`src/rtl/uart_pkg.sv`:
```
// Shared constants and state encodings for the decimal UART receive path.
package uart_pkg;

  localparam logic [7:0] ASCII_CR = 8'h0D;
  localparam logic [7:0] ASCII_LF = 8'h0A;
  localparam logic [7:0] ASCII_0  = 8'h30;
  localparam logic [7:0] ASCII_9  = 8'h39;

  typedef enum logic [1:0] {
    RX_IDLE,
    RX_START,
    RX_DATA,
    RX_STOP
  } rx_state_t;

  typedef enum logic [1:0] {
    PS_IDLE,
    PS_ACCUM,
    PS_DISCARD
  } ps_state_t;

  function automatic logic is_digit(input logic [7:0] b);
    return (b >= ASCII_0) && (b <= ASCII_9);
  endfunction

endpackage

```
`src/rtl/uart_dec_rx_if.sv`:
```
// Parsed-value output bundle of the decimal UART receiver.
interface uart_dec_rx_if;

  logic [15:0] data_out;
  logic        data_valid;
  logic        data_err;
  logic        busy;

  modport master (output data_out, data_valid, data_err, busy);
  modport slave  (input  data_out, data_valid, data_err, busy);

endinterface

```
`src/rtl/uart_rx.sv`:
```
// 8N1 bit receiver: two-flop synchroniser, start-edge detect, mid-bit sampling.
//
// state    | meaning
// RX_IDLE  | waiting for a falling edge on the synchronised line
// RX_START | counting to mid start bit; high there is a glitch
// RX_DATA  | sampling 8 data bits LSB first, one per bit period
// RX_STOP  | sampling the stop bit; high = byte, low = framing error
module uart_rx
  import uart_pkg::*;
#(
  parameter int CLK_FREQ = 50_000_000,
  parameter int BAUD     = 115200
) (
  input  logic       sys_clk,
  input  logic       sys_rst_n,
  input  logic       uart_rxd,
  output logic [7:0] rx_byte,
  output logic       byte_valid,
  output logic       frame_err
);

  localparam int BIT_CNT = CLK_FREQ / BAUD;
  localparam int CW      = $clog2(BIT_CNT + 1);
  localparam logic [CW-1:0] FULL_LD = CW'(BIT_CNT - 1);
  localparam logic [CW-1:0] HALF_LD = CW'(BIT_CNT / 2 - 1);

  rx_state_t     state_q, state_d;
  logic          sync1_q, sync1_d;
  logic          sync2_q, sync2_d;
  logic          prev_q, prev_d;
  logic [CW-1:0] baud_q, baud_d;
  logic [2:0]    bit_q, bit_d;
  logic [7:0]    shift_q, shift_d;
  logic [7:0]    rx_byte_q, rx_byte_d;
  logic          byte_valid_q, byte_valid_d;
  logic          frame_err_q, frame_err_d;
  logic          tc;

  assign tc = (baud_q == '0);

  always_comb begin
    state_d      = state_q;
    sync1_d      = uart_rxd;
    sync2_d      = sync1_q;
    prev_d       = sync2_q;
    baud_d       = baud_q;
    bit_d        = bit_q;
    shift_d      = shift_q;
    rx_byte_d    = rx_byte_q;
    byte_valid_d = 1'b0;
    frame_err_d  = 1'b0;

    case (state_q)
      RX_IDLE: begin
        if (prev_q && !sync2_q) begin
          state_d = RX_START;
          baud_d  = HALF_LD;
        end
      end
      RX_START: begin
        if (tc) begin
          if (!sync2_q) begin
            state_d = RX_DATA;
            baud_d  = FULL_LD;
            bit_d   = 3'd0;
          end else begin
            state_d = RX_IDLE;
          end
        end else begin
          baud_d = baud_q - 1'b1;
        end
      end
      RX_DATA: begin
        if (tc) begin
          shift_d = {sync2_q, shift_q[7:1]};
          baud_d  = FULL_LD;
          if (bit_q == 3'd7) state_d = RX_STOP;
          else               bit_d   = bit_q + 3'd1;
        end else begin
          baud_d = baud_q - 1'b1;
        end
      end
      RX_STOP: begin
        // Return to IDLE right at mid stop bit so a back-to-back start edge is caught.
        if (tc) begin
          if (sync2_q) begin
            byte_valid_d = 1'b1;
            rx_byte_d    = shift_q;
          end else begin
            frame_err_d  = 1'b1;
          end
          state_d = RX_IDLE;
        end else begin
          baud_d = baud_q - 1'b1;
        end
      end
      default: state_d = RX_IDLE;
    endcase
  end

  always_ff @(posedge sys_clk or negedge sys_rst_n) begin
    if (!sys_rst_n) begin
      state_q      <= RX_IDLE;
      sync1_q      <= 1'b1;
      sync2_q      <= 1'b1;
      prev_q       <= 1'b1;
      baud_q       <= '0;
      bit_q        <= 3'd0;
      shift_q      <= 8'd0;
      rx_byte_q    <= 8'd0;
      byte_valid_q <= 1'b0;
      frame_err_q  <= 1'b0;
    end else begin
      state_q      <= state_d;
      sync1_q      <= sync1_d;
      sync2_q      <= sync2_d;
      prev_q       <= prev_d;
      baud_q       <= baud_d;
      bit_q        <= bit_d;
      shift_q      <= shift_d;
      rx_byte_q    <= rx_byte_d;
      byte_valid_q <= byte_valid_d;
      frame_err_q  <= frame_err_d;
    end
  end

  assign rx_byte    = rx_byte_q;
  assign byte_valid = byte_valid_q;
  assign frame_err  = frame_err_q;

endmodule

```
`src/rtl/uart_dec_rx.sv`:
```
// Decimal line parser: ASCII digits terminated by CR become a 16-bit value.
//
// state      | meaning
// PS_IDLE    | no digits received on the current line
// PS_ACCUM   | accumulating digits into acc
// PS_DISCARD | line rejected; waiting for CR to report the error
module uart_dec_rx
  import uart_pkg::*;
#(
  parameter int CLK_FREQ   = 50_000_000,
  parameter int BAUD       = 115200,
  parameter int MAX_DIGITS = 5
) (
  input  logic          sys_clk,
  input  logic          sys_rst_n,
  input  logic          uart_rxd,
  uart_dec_rx_if.master dec
);

  localparam int CNTW = $clog2(MAX_DIGITS + 2);

  logic [7:0] rx_byte;
  logic       byte_valid;
  logic       frame_err;

  uart_rx #(
    .CLK_FREQ (CLK_FREQ),
    .BAUD     (BAUD)
  ) u_rx (
    .sys_clk    (sys_clk),
    .sys_rst_n  (sys_rst_n),
    .uart_rxd   (uart_rxd),
    .rx_byte    (rx_byte),
    .byte_valid (byte_valid),
    .frame_err  (frame_err)
  );

  ps_state_t       state_q, state_d;
  logic [15:0]     acc_q, acc_d;
  logic [CNTW-1:0] cnt_q, cnt_d;
  logic [15:0]     data_out_q, data_out_d;
  logic            data_valid_q, data_valid_d;
  logic            data_err_q, data_err_d;
  logic            busy_q, busy_d;
  logic [16:0]     acc_next;

  // Digit count is capped, so acc never exceeds 9999 before the last legal digit.
  assign acc_next = ({1'b0, acc_q} * 17'd10) + 17'(rx_byte - ASCII_0);

  always_comb begin
    state_d      = state_q;
    acc_d        = acc_q;
    cnt_d        = cnt_q;
    data_out_d   = data_out_q;
    data_valid_d = 1'b0;
    data_err_d   = 1'b0;

    if (byte_valid) begin
      if (rx_byte == ASCII_LF) begin
        state_d = state_q;
      end else if (rx_byte == ASCII_CR) begin
        if (state_q == PS_ACCUM) begin
          data_out_d   = acc_q;
          data_valid_d = 1'b1;
        end else if (state_q == PS_DISCARD) begin
          data_err_d   = 1'b1;
        end
        state_d = PS_IDLE;
        acc_d   = 16'd0;
        cnt_d   = '0;
      end else if (state_q != PS_DISCARD) begin
        if (is_digit(rx_byte) && (acc_next <= 17'd65535) &&
            (cnt_q < CNTW'(MAX_DIGITS))) begin
          state_d = PS_ACCUM;
          acc_d   = acc_next[15:0];
          cnt_d   = cnt_q + 1'b1;
        end else begin
          state_d = PS_DISCARD;
          acc_d   = 16'd0;
          cnt_d   = '0;
        end
      end
    end else if (frame_err) begin
      state_d = PS_DISCARD;
      acc_d   = 16'd0;
      cnt_d   = '0;
    end

    busy_d = (state_d != PS_IDLE);
  end

  always_ff @(posedge sys_clk or negedge sys_rst_n) begin
    if (!sys_rst_n) begin
      state_q      <= PS_IDLE;
      acc_q        <= 16'd0;
      cnt_q        <= '0;
      data_out_q   <= 16'd0;
      data_valid_q <= 1'b0;
      data_err_q   <= 1'b0;
      busy_q       <= 1'b0;
    end else begin
      state_q      <= state_d;
      acc_q        <= acc_d;
      cnt_q        <= cnt_d;
      data_out_q   <= data_out_d;
      data_valid_q <= data_valid_d;
      data_err_q   <= data_err_d;
      busy_q       <= busy_d;
    end
  end

  assign dec.data_out   = data_out_q;
  assign dec.data_valid = data_valid_q;
  assign dec.data_err   = data_err_q;
  assign dec.busy       = busy_q;

endmodule

```
`src/flat_wrapper.sv`:
```
// flat-port wrapper written by rule: the top's interface ports become plain ports
module uart_dec_rx_flat import uart_pkg::*;
#(
  parameter int CLK_FREQ   = 50_000_000,
  parameter int BAUD       = 115200,
  parameter int MAX_DIGITS = 5
)
  (sys_clk, sys_rst_n, uart_rxd, dec_data_out, dec_data_valid, dec_data_err, dec_busy);
  uart_dec_rx_if dec_i ();
  input  logic sys_clk;
  input  logic sys_rst_n;
  input  logic uart_rxd;
  output wire logic [$bits(dec_i.data_out)-1:0] dec_data_out;
  output wire logic [$bits(dec_i.data_valid)-1:0] dec_data_valid;
  output wire logic [$bits(dec_i.data_err)-1:0] dec_data_err;
  output wire logic [$bits(dec_i.busy)-1:0] dec_busy;
  assign dec_data_out = dec_i.data_out;
  assign dec_data_valid = dec_i.data_valid;
  assign dec_data_err = dec_i.data_err;
  assign dec_busy = dec_i.busy;
  uart_dec_rx #(.CLK_FREQ(CLK_FREQ), .BAUD(BAUD), .MAX_DIGITS(MAX_DIGITS)) u_core (.sys_clk(sys_clk), .sys_rst_n(sys_rst_n), .uart_rxd(uart_rxd), .dec(dec_i));
endmodule
```
`config.mk`:
```
export PLATFORM = sky130hd
export DESIGN_NAME = uart_dec_rx_flat
export DESIGN_NICKNAME = d
export VERILOG_FILES = /design/src/rtl/uart_pkg.sv /design/src/rtl/uart_dec_rx_if.sv /design/src/rtl/uart_rx.sv /design/src/rtl/uart_dec_rx.sv /design/src/flat_wrapper.sv
export SDC_FILE = /design/constraint.sdc
export NUM_CORES = 1
export LEC_CHECK = 0
export BUFFER_PORTS_ARGS = -buffer_cell sky130_fd_sc_hd__buf_2
export CORE_ASPECT_RATIO = 0.75
export CORE_MARGIN = 2
export CORE_UTILIZATION = 40
export DETAILED_ROUTE_END_ITERATION = 12
export GPL_TIMING_DRIVEN = 0
export PLACE_DENSITY = 0.66
export SLEW_MARGIN = 25
export SYNTH_ARGS = -nofsm -noshare
export SYNTH_HDL_FRONTEND = slang
export SYNTH_HIERARCHICAL = 1
export SYNTH_SLANG_ARGS = --single-unit
```
`constraint.sdc`:
```
create_clock -name sys_clk -period 6.45 [get_ports sys_clk]
set_input_delay 0.3225 -clock sys_clk [delete_from_list [all_inputs] [get_ports sys_clk]]
set_output_delay 0.3225 -clock sys_clk [all_outputs]
set_load 0.01 [all_outputs]
```
==> metrics.md, run 1 <==
| Metric | Value |
|---|---|
| Clk pin slew, worst setup/hold paths | 70 ps |
| Standard-cell rows | 34 |
| CORE AREA | 11600 µm² |
| DRC | 0 |
| Switch share | 32.0% |
| Final period util | 77.6% |
| Vias | 3573 |
| Design Area, Final | 5430 µm² |
| Post-DP HPWL | 7530 µm |
| Fin nets | 538 |
| Critical path's largest stage delay | 590 ps |
| Post-route clock skew | 12.3 ps |
| Die extent in y | 98.5 µm |
| Maxcap violations | 0 |
| Comb power frac | 24.5% |
| Clk buf depth | 2 |
| Setup Buffers After CTS | 0 |
| Synth top area share | 37.8% |
| Final min period | 5010 ps |
| Dpl cells | 632 |
| Setup slack after layout | 1440 ps |
| Hold buffer count at cts | 1 |
| Clock power frac | 37.5% |
| RSZ-0062 raised after global routing | no |
| Dpl ws | 1570 ps |
| CTS Buf Count | 9 |
| WL/cell | 16.2 µm |
| DRT Pass-1 Iters | 5 |
| Fin Setup TNS | 0 ps |
| GRT overflow | 0 |
| Final ANT Viol Nets | 0 |
| Critical path required time | 6730 ps |
| Crit path DAT | 5290 ps |
| Mapped Cells | 448 |
| Internal | 1.01 mW |
| Top post-synthesis cells by area | dfrtp_1 (38%), ha_1 (13%), mux2_2 (7.8%), xnor2_1 (3.7%), a21oi_1 (3.4%) |
| Clk sinks | 75 |
| Port Buffers | 21 |
| Slowest-stage cell, CP | or4b_4 |
| Largest net degree at the start of global routing | 39 |
| Finish-stage setup viols | 0 |
| Worst-Margin Slew | 1080 ps |
| Syn Area/Cell | 10.6 µm² |
| Sequential area share after synthesis | 39.5% |
| N_diodes | 0 |
| CP endpoint kind | flop |
| Die Span X | 130 µm |
| Count of cell types in the netlist | 61 |
| CTS tree | yes |
| I/O pin cnt | 22 |
| Non-filler cells, final | 649 |
| Area leader, netlist | dfrtp_1 |
| Critical path class | flop to flop |
| Vias per cell | 5.51 |
| Worst-path fanout max | 10 |
| Switching pwr | 0.475 mW |
| Pwr dens | 273 nW/µm² |
| Pins Over Slew Limit | 0 |
| Mapped Nets | 504 |
| EDFF count, synth | 0 |
| Total track usage | 17.8% |
| Area after DPL | 5100 µm² |
| FFs w/ async S/R, synth | 100% |
| Vias in the first global route | 3608 |
| Initial Util | 41.0% |
| Clk root buf | clkbuf_16 |
| Share of total power in sequential cells | 38.0% |
| Worst vdd ir | 144 µV |
| Synth Warn # | 6 |
| Final Util | 46.8% |
| Crit-path cells | ha_1, ha_1, a21o_1, a21oi_1, o21bai_1, a21oi_1, o221ai_1, a2111oi_0, nor3_1, xor2_1, ha_1, nand2_1, nor2_1, a211oi_1, a21oi_1, or4b_4, nand2_4, buf_6, a22o_2 |
| Mapped Area | 4760 µm² |
| Clock Latency Late Sink | 340 ps |
| Worst setup SP type | flop |
| Ys flop type | dfrtp_1 |
| Leak | 2.73 nW |
| Die area | 12800 µm² |
| # resized after CTS | 0 |
| Share of layout cells above drive strength 1 | 20.9% |
| Number of H-tree levels | 3 |
| #FFs+latches synth | 75 |
| Placer Congestion | 0.866 |
| Max-Slew Margin vs Limit | 28.0% |
| First-iteration detailed-routing DRC count | 211 |
| Total Wirelength | 10500 µm |
| Status | completed |
| Area growth, synth to finish | 14.1% |
| Max Clk Rate | 0.200 GHz |
| Final hold viol count | 0 |
| First-pass GRT wire length | 18000 µm |
| Initial antenna violation count | 0 |
| Worst hold path type | input pin to flop |
-- synthesized netlist by cell type (3+ instances only) --
cell / instances
nand3_1: 5
dfrtp_1: 72
inv_1: 16
o21ai_0: 29
nor2_1: 23
buf_2: 3
nor2b_1: 4
dfstp_2: 3
xor2_1: 9
a31oi_1: 4
a22o_1: 8
ha_1: 51
mux2_2: 33
nor4_1: 4
nor3_1: 9
xnor2_1: 20
o21a_1: 5
nand2b_1: 6
o22a_1: 3
a21oi_1: 32
nand3b_1: 3
a211oi_1: 9
a21o_1: 6
clkbuf_1: 4
o21bai_1: 4
nand2_1: 23
a22o_2: 10
o31ai_1: 8
-- power by group through the flow --
stage	registers, mW	clock network [mW]	logic [mW]
2_1_floorplan	0.559	0	0.277
3_5_place_dp	0.571	0	0.360
5_1_grt	0.572	0.592	0.413
4_1_cts	0.562	0.569	0.363
3_3_place_gp	0.569	0	0.350
6_report	0.565	0.557	0.364
-- logic make-up (layout without fill, tap and decap cells) --
group           after synthesis  in the layout  share of synthesized area, %
simple gates                 99             99                          11.8
buf+inv                      25             64                          2.29
flops                        75             75                          39.5
xor+xnor                     29             29                          5.34
compound gates              134            134                          19.0
mux                          33             33                          7.81
fa+ha+maj                    53             53                          14.2
-- worst max-delay path, delay by kind of cell, from the launching register on --
| kind | cells | cell delay, ps |
|---|---|---|
| XOR/XNOR | 1 | 160 |
| adder cells (fa/ha/maj) | 3 | 1040 |
| flip-flops | 1 | 430 |
| buffers and inverters | 1 | 180 |
| AO/OA/AOI/OAI | 9 | 2070 |
| AND/OR/NAND/NOR | 5 | 1060 |
-- flip-flops by register name (all words and copies together) (netlist names), named ones only --
signal and count:
u_core/acc_q 16, u_core/cnt_q 3, u_core/u_rx/bit_q 3, u_core/u_rx/shift_q 8
u_core/u_rx/byte_valid 1, u_core/u_rx/prev_d 1, u_core/u_rx/baud_q 9, u_core/state_q 2
u_core/dec.data_valid 1, u_core/u_rx/prev_q 1, u_core/dec.data_out 16, u_core/u_rx/state_q 1
u_core/dec.data_err 1, u_core/u_rx/rx_byte 8, u_core/u_rx/frame_err 1, u_core/u_rx/sync1_q 1
u_core/dec.busy 1
-- area by class of cell --
class / count / area (µm²)
plain buffers: 9 / 48.8
clock buffers: 11 / 243
clock inverters: 5 / 83.8
fillers: 1091 / 6180
inverters: 16 / 60.1
multi-input cells: 348 / 2780
flip-flops and latches: 75 / 1880
well taps: 162 / 203
repair buffers: 23 / 138
-- path summary, 6_finish.rpt --
| kind | slack (ps) | to | cells past startpoint | startpoint |
|---|---|---|---|---|
| setup / recovery | 1440 | u_core/acc_q[6] | 19 | u_core/acc_q[2] |
| hold / removal | 80 | u_core/u_rx/sync1_q | 1 | uart_rxd |
| setup reg to reg | 1440 | u_core/acc_q[6] | 19 | u_core/acc_q[2] |
| hold reg to reg | 360 | u_core/u_rx/prev_d | 0 | u_core/u_rx/sync1_q |
| max in group asynchronous | 5320 | u_core/u_rx/sync1_q | 3 | sys_rst_n |
| min in group asynchronous | 510 | u_core/state_q[1] | 2 | sys_rst_n |
-- routing by layer --
layer,track usage [%],routed length [µm],up-vias
li1,-,-,1755
met3,5.05,540,6
met4,3.39,59,0
met2,26.0,4430,95
met5,0,0,-
met1,26.6,5450,1717
-- stage by stage --
stage	hold WS, ps	power [mW]
after global routing	67.9	1.58
after CTS	72.5	1.49
after floorplan	26.9	0.836
final	83.2	1.49
after detailed placement	337	0.931
after global placement	348	0.919
-- cell usage in the layout (no fill, tap or decap), drive strengths merged, types with 3 or more instances in the layout --
master	netlist	routed
dfrtp	72	72
ha	51	51
mux2	33	33
a21oi	32	32
o21ai	30	30
buf	5	27
nand2	24	24
nor2	23	23
xnor2	20	20
a22o	18	18
inv	16	17
clkbuf	4	15
a211oi	10	10
nor3	10	10
xor2	9	9
o31ai	8	8
a21o	7	7
nand2b	6	6
nand3	6	6
o21a	5	5
o21bai	4	4
nor2b	4	4
a31oi	4	4
nor4	4	4
o22a	3	3
nand3b	3	3
dfstp	3	3
and3	3	3
Note: power is estimated with default switching activity, not from simulation.
==> inputs of run 2 (changes only) <==
clock period = 5 ns   (was 6.45 ns; I/O delays follow)
==> run 2 against run 1 <==
Effect of this change:
- clock skew fell by 1.3 ps
- first-iteration DRC count fell by 0.47%
- via count barely moved
- combinational power rose by 29%
- sequential power rose by 29%
- setup slack got worse by 1200 ps
- critical path type unchanged
==> metrics.md, run 2 (same netlist as run 1, synthesis figures left out) <==
| Metric | Value |
|---|---|
| Status | completed (unchanged) |
| Final hold viol count | 0 (unchanged) |
| DRT Pass-1 Iters | 5 (unchanged) |
| Worst setup SP type | flop (unchanged) |
| Worst Hold Launch | u_core/u_rx/sync1_q (was uart_rxd) |
| Worst-path fanout max | 10 (unchanged) |
| CP endpoint kind | flop (unchanged) |
| Clock Latency Late Sink | 340 ps (about the same) |
| Share of total power in sequential cells | 38.0% (about the same) |
| Worst vdd ir | 186 µV (was 144 µV) |
| Min Hold Slack | 358 ps (was 83.2 ps) |
| Max-Slew Margin vs Limit | 28.3% (was 28.0%) |
| Commonest non-fill, non-tap cell in the layout | dfrtp_1 (unchanged) |
| Clock power frac | 37.5% (about the same) |
| Area growth, synth to finish | 14.8% (was 14.1%) |
| Setup Buffers After CTS | 0 (unchanged) |
| Final ANT Viol Nets | 0 (unchanged) |
| Placer Congestion | 0.866 (unchanged) |
| Share of layout cells above drive strength 1 | 21.7% (was 20.9%) |
| Final min period | 4710 ps (was 5010 ps) |
| Area after DPL | 5100 µm² (unchanged) |
| Leak | 2.74 nW (was 2.73 nW) |
| CORE AREA | 11600 µm² (unchanged) |
| Largest net degree at the start of global routing | 39 (unchanged) |
| CTS tree | yes (unchanged) |
| First-iteration detailed-routing DRC count | 210 (was 211) |
| Crit path DAT | 4990 ps (was 5290 ps) |
| Die extent in y | 98.5 µm (unchanged) |
| Pins Over Slew Limit | 0 (unchanged) |
| CTS Buf Count | 9 (unchanged) |
| Final period util | 94.2% (was 77.6%) |
| Die Span X | 130 µm (unchanged) |
| Fin nets | 539 (was 538) |
| Crit path launch | u_core/acc_q[2] (unchanged) |
| Clk sinks | 75 (unchanged) |
| Reg2reg start | u_core/acc_q[2] (unchanged) |
| I/O pin cnt | 22 (unchanged) |
| Vias per cell | 5.50 (was 5.51) |
| Internal | 1.30 mW (was 1.01 mW) |
| Critical path class | flop to flop (unchanged) |
| Initial Util | 41.0% (unchanged) |
| Pwr dens | 351 nW/µm² (was 273 nW/µm²) |
| Comb power frac | 24.5% (about the same) |
| First-pass GRT wire length | 18000 µm (unchanged) |
| Post-DP HPWL | 7530 µm (unchanged) |
| Initial antenna violation count | 0 (unchanged) |
| N_diodes | 0 (unchanged) |
| Port Buffers | 21 (unchanged) |
| Clk pin slew, worst setup/hold paths | 70 ps (about the same) |
| Critical path required time | 5280 ps (was 6730 ps) |
| Vias | 3575 (was 3573) |
| Total track usage | 17.8% (unchanged) |
| Total Wirelength | 10500 µm (about the same) |
| Clk root buf | clkbuf_16 (unchanged) |
| Finish-stage setup viols | 0 (unchanged) |
| Final Util | 47.0% (was 46.8%) |
| Non-filler cells, final | 650 (was 649) |
| Worst hold path type | flop to flop (was input pin to flop) |
| Clk buf depth | 2 (unchanged) |
| Most frequent cells in the layout | dfrtp_1 (72), ha_1 (51), mux2_2 (33) (unchanged) |
| Dpl cells | 632 (unchanged) |
| Setup slack after layout | 291 ps (was 1440 ps) |
| Maxcap violations | 0 (unchanged) |
| Fin Setup TNS | 0 ps (unchanged) |
| Number of H-tree levels | 3 (unchanged) |
| Tot Pwr | 1.92 mW (was 1.49 mW) |
| Vias in the first global route | 3608 (unchanged) |
| GRT overflow | 0 (unchanged) |
| Max Clk Rate | 0.212 GHz (was 0.200 GHz) |
| Worst-Margin Slew | 1080 ps (about the same) |
| Design Area, Final | 5460 µm² (was 5430 µm²) |
| Switch share | 32.0% (about the same) |
| Standard-cell rows | 34 (unchanged) |
| Die area | 12800 µm² (unchanged) |
| Post-route clock skew | 11.0 ps (was 12.3 ps) |
| Switching pwr | 0.612 mW (was 0.475 mW) |
| Dpl ws | 124 ps (was 1570 ps) |
| WL/cell | 16.2 µm (about the same) |
| DRC | 0 (unchanged) |
## run 2: cell count changes in the layout (fill, tap and decap cells not counted), sizes merged
cell | before | now
dlygate4sd3 | 1 | 2
## run 2: repair_timing
action | CTS | global route
gates resized for setup | 0 | 5
hold buffers | 2 | 0
endpoints found under the setup margin | 0 | 19
endpoints found under the hold margin | 38 | 0
## run 2: worst max-delay path, cell delays in order (launching register included)
cell       delay (ps)
dfrtp_1           430
ha_1              370
ha_1              320
a21o_1            180
a21oi_1           210
o21bai_1          110
a21oi_2           230
o221ai_2          160
a2111oi_2         390
nor3_1            120
xor2_1            160
ha_1              360
nand2_1           110
nor2_1             60
a211oi_2          230
a21oi_1           130
or4b_4            580
nand2_4           180
buf_6             180
a22o_2            140
## run 2: per-layer routing
layer | wire length, µm | vias to the layer above | global-route usage (%)
li1 | - | 1754 | -
met1 | 5490 | 1735 | 26.6
met2 | 4470 | 80 | 26.0
met3 | 479 | 6 | 5.05
met4 | 74 | 0 | 3.39
met5 | 0 | - | 0
## run 2: area by class of cell
| type | instances | area, µm² |
|---|---|---|
| Buffer | 9 | 48.8 |
| Clock buffer | 11 | 243 |
| Clock inverter | 5 | 83.8 |
| Fill cell | 1086 | 6150 |
| Inverter | 16 | 60.1 |
| Multi-Input combinational cell | 348 | 2800 |
| Sequential cell | 75 | 1880 |
| Tap cell | 162 | 203 |
| Timing Repair Buffer | 24 | 148 |
## run 2: power groups by stage
stage / Clock (mW) / Combinational (mW) / Sequential, mW
floorplan: 0 / 0.357 / 0.721
global placement: 0 / 0.452 / 0.734
detailed placement: 0 / 0.465 / 0.736
CTS: 0.734 / 0.469 / 0.726
global route: 0.763 / 0.533 / 0.738
finish: 0.718 / 0.469 / 0.728
## run 2: final timing paths
check	end	slack [ps]	cells past startpoint
max	u_core/acc_q[6]	290	19
min	u_core/u_rx/prev_d	360	0
max reg2reg	u_core/acc_q[6]	290	19
min reg2reg	u_core/u_rx/prev_d	360	0
max in group asynchronous	u_core/u_rx/sync1_q	3940	3
min in group asynchronous	u_core/state_q[1]	430	2
